===== config.mk =====
export PLATFORM = sky130hd
export DESIGN_NAME = data_mem_arbiter
export DESIGN_NICKNAME = d
export VERILOG_FILES = /design/src/rtl/data_mem_arbiter.sv
export SDC_FILE = /design/constraint.sdc
export NUM_CORES = 1
export LEC_CHECK = 0
export CORE_AREA = 5 5 113 115
export CTS_CLUSTER_SIZE = 28
export DETAILED_ROUTE_END_ITERATION = 10
export DIE_AREA = 0 0 118 120
export GPL_TIMING_DRIVEN = 0
export PLACE_DENSITY = 0.71
export SLEW_MARGIN = 20
export SYNTH_ARGS = -nofsm -noshare
export SYNTH_HDL_FRONTEND = slang
export SYNTH_SLANG_ARGS = --single-unit

===== constraint.sdc =====
create_clock -name clk -period 2.9 [get_ports clk]
set_clock_uncertainty 0.15 [all_clocks]
set_input_delay 0.87 -clock clk [delete_from_list [all_inputs] [get_ports clk]]
set_output_delay 0.87 -clock clk [all_outputs]
set_load 0.01 [all_outputs]

===== src/rtl/data_mem_arbiter.sv =====
// Arbitrates the single data_memory port between the CPU data interface and a DMA/loader master.
// CPU is stalled through cpu_clk_enable while its access waits; DMA progress is bounded by MAX_STREAK.
module data_mem_arbiter #(
  parameter int unsigned RD_LAT     = 1,
  parameter int unsigned MAX_STREAK = 4
) (
  input  logic        clk,
  input  logic        reset,
  input  logic        clk_enable,
  input  logic [31:0] cpu_data_address,
  input  logic        cpu_data_write,
  input  logic        cpu_data_read,
  input  logic [31:0] cpu_data_writedata,
  output logic [31:0] cpu_data_readdata,
  output logic        cpu_clk_enable,
  input  logic        dma_valid,
  input  logic        dma_write,
  input  logic [31:0] dma_address,
  input  logic [31:0] dma_writedata,
  output logic        dma_ready,
  output logic [31:0] dma_rdata,
  output logic        dma_rvalid,
  output logic [31:0] mem_address,
  output logic [31:0] mem_writedata,
  output logic        mem_write,
  output logic        mem_read,
  input  logic [31:0] mem_readdata
);

  localparam int unsigned SW = $clog2(MAX_STREAK + 1);

  typedef enum logic [1:0] {IDLE, RD_WAIT, CPU_DONE, DMA_DONE} state_t;
  typedef enum logic {OWN_CPU, OWN_DMA} owner_t;

  state_t        state_q, state_d;
  owner_t        owner_q, owner_d;
  logic [SW-1:0] streak_q, streak_d;
  logic [2:0]    cnt_q, cnt_d;
  logic [31:0]   rdata_q, rdata_d;

  logic cpu_req, streak_full, grant_ok, cpu_win, dma_win;

  // Grants are also gated by reset so every output is quiet while reset is held.
  assign cpu_req     = cpu_data_read | cpu_data_write;
  assign streak_full = (streak_q == SW'(MAX_STREAK));
  assign grant_ok    = reset & clk_enable & (state_q == IDLE);
  assign cpu_win     = grant_ok & cpu_req & ~(dma_valid & streak_full);
  assign dma_win     = grant_ok & ~cpu_win & dma_valid;

  assign cpu_data_readdata = rdata_q;
  assign dma_rdata         = rdata_q;
  assign dma_ready         = dma_win;

  always_comb begin
    // NOTE: every output and next-state value gets a default first, so no path can infer a latch.
    state_d        = state_q;
    owner_d        = owner_q;
    cnt_d          = cnt_q;
    rdata_d        = rdata_q;
    streak_d       = streak_q;
    mem_address    = '0;
    mem_writedata  = '0;
    mem_write      = 1'b0;
    mem_read       = 1'b0;
    dma_rvalid     = 1'b0;
    cpu_clk_enable = reset & clk_enable & ~cpu_req;

    if (!dma_valid || dma_win) begin
      streak_d = '0;
    end else if (cpu_win && !streak_full) begin
      streak_d = streak_q + SW'(1);
    end

    case (state_q)
      IDLE: begin
        if (cpu_win) begin
          mem_address   = cpu_data_address;
          mem_writedata = cpu_data_writedata;
          if (cpu_data_write) begin
            mem_write      = 1'b1;
            cpu_clk_enable = 1'b1;
          end else begin
            mem_read = 1'b1;
            owner_d  = OWN_CPU;
            cnt_d    = 3'd1;
            state_d  = RD_WAIT;
          end
        end else if (dma_win) begin
          mem_address   = dma_address;
          mem_writedata = dma_writedata;
          if (dma_write) begin
            mem_write = 1'b1;
          end else begin
            mem_read = 1'b1;
            owner_d  = OWN_DMA;
            cnt_d    = 3'd1;
            state_d  = RD_WAIT;
          end
        end
      end
      RD_WAIT: begin
        // Capture runs regardless of clk_enable; only the completion handshake waits for it.
        if (owner_q == OWN_CPU) cpu_clk_enable = 1'b0;
        cnt_d = cnt_q + 3'd1;
        if (cnt_q == 3'(RD_LAT)) begin
          rdata_d = mem_readdata;
          state_d = (owner_q == OWN_CPU) ? CPU_DONE : DMA_DONE;
        end
      end
      CPU_DONE: begin
        cpu_clk_enable = clk_enable;
        if (clk_enable) state_d = IDLE;
      end
      DMA_DONE: begin
        dma_rvalid = clk_enable;
        if (clk_enable) state_d = IDLE;
      end
      default: state_d = IDLE;
    endcase
  end

  // NOTE: state registers use non-blocking assignments so all of them update together at the edge.
  always_ff @(posedge clk or negedge reset) begin
    if (!reset) begin
      state_q  <= IDLE;
      owner_q  <= OWN_CPU;
      streak_q <= '0;
      cnt_q    <= '0;
      rdata_q  <= '0;
    end else begin
      state_q  <= state_d;
      owner_q  <= owner_d;
      streak_q <= streak_d;
      cnt_q    <= cnt_d;
      rdata_q  <= rdata_d;
    end
  end

endmodule


==> results_dict.tcl <==
set metrics [dict create \
    grt_util_all_layers_pct 19.97 \
    place_ws_ns -1.122 \
    syn-mean-instance-area_um2 7.970 \
    antenna_found_initial 0 \
    max_cap_viol_count 0 \
    synth_area_um2 3100 \
    layout-drive-gt1-share_pct 38.85 \
    cts_tree "yes" \
    postSynthCellCount 389 \
    synth_nets 560 \
    synth_seq_cells 41 \
    die_h_um 120 \
    violations "negative setup slack" \
    fin_nets 901 \
    synth_warnings 0 \
    gp_congestion 0.8674 \
    maxSlewViolCount 0 \
    critPathLaunchType "primary input" \
    drc_errors 0 \
    drtIter0Drc 149 \
    clk_pin_slew_ns 0.06 \
    dp_hpwl_um 11760 \
    grt_pass1_wl_um 23180 \
    vias 4239 \
    rows 40 \
    synthAdderAreaFrac_pct 1.614 \
    critPathCaptureType "primary output" \
    placed_area_um2 6282 \
    viasPerCell 4.828 \
    cts-root-buf "clkbuf_16" \
    hold_viol_final 0 \
    crit_type "in2out" \
    ir_worst_vdd_uv 551.1 \
    wire_per_inst_um 17.60 \
    fillers 1006 \
    grt_max_degree 14 \
    hold_path_class "in2async" \
    synthMuxAreaShare_pct 11.99 \
    cts.sinks 41 \
    fin_crit_sh_pct 104.9 \
    multi_input_area_um2 2087 \
    leakage_nw 3.145 \
    grt-ovfl-total 0 \
    cp.required_ns 1.88 \
    insertion_delay_ns 0.28 \
    numCtsBuffers 5 \
    finalCriticalPeriod_ns 3.043 \
    die-width_um 118 \
    synthSimpleGateAreaFrac_pct 24.09 \
    first_pass_iters 4 \
    antennaDiodeCount 0 \
    synth_xor_xnor_area_share_pct 0 \
    tightest_slew_ns 0.4707 \
    cts_max_level 2 \
    ys_types 37 \
    regArea_um2 1026 \
    setup_viol 50 \
    setup_ws_ns -0.1434 \
    total_power_mw 4.503 \
    final_cell_area_um2 7242 \
    synth_top_family_by_area "simple AND/OR/NAND/NOR gates" \
    synthToLayoutAreaGrowth_pct 133.6 \
    holdBufCountCts 0 \
    port_buffers 298 \
    rsz0062_at_grt "true" \
    synth_compound_area_share_pct 15.05 \
    p_per_area_nw_per_um2 621.8 \
    core_area_um2 11710 \
    ios 300 \
    holdWs_ns 0.2323 \
    relSlewSlack_pct 68.62 \
    seq_area_frac_synth_pct 33.09 \
    start_util_pct 26.47 \
    cp.arrival_ns 2.02 \
    die-area_um2 14160 \
    grt_pass1_vias 4459 \
    cts_buffer_depth 2 \
    clock.fmax_mhz 328.6 \
    status "finished with violations" \
    cp_max_fo 7 \
    drt_wl_total_um 15450 \
    ant_nets 0 \
]
[flip-flops by register name, summed over array words and instances (netlist names)]
| signal | count |
|---|---|
| cnt_q | 3 |
| owner_q | 1 |
| state_q | 2 |
| cpu_data_readdata | 32 |
| streak_q | 3 |
[per-stage QoR]
stage / cells / util [%] / TNS [ns]
after floorplan: 389 / - / 0
after global placement: 834 / 53.52 / -185.14
after detailed placement: 835 / 53.64 / -70.07
after CTS: 872 / 58.29 / -2.361
after global routing: 878 / 61.84 / -5.881
final: 878 / 61.84 / -3.035
[what timing repair did]
item                                   4_1_cts  5_1_grt
cloned                                       8        4
setup buffers                               21        8
resized for setup                          396       95
setup endpoints to repair                   69       66
endpoints found under the hold margin        0        0
pin swaps                                   36       41
[cell usage after synthesis, drive strengths merged]
cell     instances  area share, %
o31ai            1           0.24
a2bb2oi          1           0.28
nor3             2           0.32
a22o             2           0.57
a21o             1           0.24
o21ai            3           0.61
clkbuf          12            1.5
a221oi           1           0.48
nor2             6            1.3
a21oi           68             11
o21bai           1           0.24
and3             3           0.61
nand4            1           0.20
buf             54             12
o22ai            2           0.40
o31a             1           0.28
dfrtp           41             33
nand3           68             12
ha               4            1.6
inv              5           0.61
a21boi           3           0.73
nand2b           4            1.0
and2b            1           0.24
nand2           70            8.5
mux2            33             12
or4b             1           0.32
[area by class of cell]
class	count	area share, %
Inverter	5	0.2592
Timing Repair Buffer	338	44.63
Clock inverter	2	0.5183
Buffer	62	7.153
Tap cell	147	2.540
Clock buffer	6	1.918
Multi-Input combinational cell	277	28.82
Sequential cell	41	14.17
[layer usage]
metal | vias up | wire [µm] | global-route usage, %
met5 | - | 0 | 0
met4 | 0 | 402 | 6.882
met3 | 31 | 1395 | 7.446
met2 | 228 | 8259 | 36.32
met1 | 1981 | 5395 | 21.15
li1 | 1999 | - | -
[placed cells by master (no fill, tap or decap), types with 6 or more instances in the layout]
cell,count
clkdlybuf4s50_1,225
dfrtp_1,41
nand2_2,17
buf_8,9
a21oi_1,22
clkbuf_2,6
mux2_1,32
clkbuf_16,9
buf_6,14
buf_4,63
nand3_1,48
a21oi_2,46
nand2_1,44
nand3_2,15
nand2_4,9
buf_2,64
buf_12,6
[power breakdown]
part | switching [mW] | internal (mW)
registers | 0.212 | 0.846
clock network | 0.210 | 0.429
logic | 1.07 | 1.73
[final timing paths]
kind                                         end  slack (ns)                 start  cells after the start
setup / recovery               mem_writedata[17]       -0.14             dma_valid                      9
hold / removal             cpu_data_readdata[18]        0.23                 reset                      1
setup reg to reg           cpu_data_readdata[26]        1.05              cnt_q[1]                      6
hold reg to reg             cpu_data_readdata[2]        0.36  cpu_data_readdata[2]                      1
max in group asynchronous   cpu_data_readdata[7]        1.94                 reset                      3
min in group clk            cpu_data_readdata[2]        0.36  cpu_data_readdata[2]                      1
[logic make-up (layout without fill, tap and decap cells)]
kind of cell,after synthesis,after routing
compound gates,84,84
fa+ha+maj,4,4
buf+inv,71,413
flops,41,41
simple gates,156,156
mux,33,33
[worst max-delay path, cell delays in order]
cell	delay, ns
buf_12	0.11
nand3_4	0.09
and2b_4	0.21
buf_8	0.15
buf_12	0.12
buf_8	0.11
nand2_1	0.06
a21oi_2	0.14
buf_4	0.16
No activity file was read; power rests on OpenSTA's default activity.
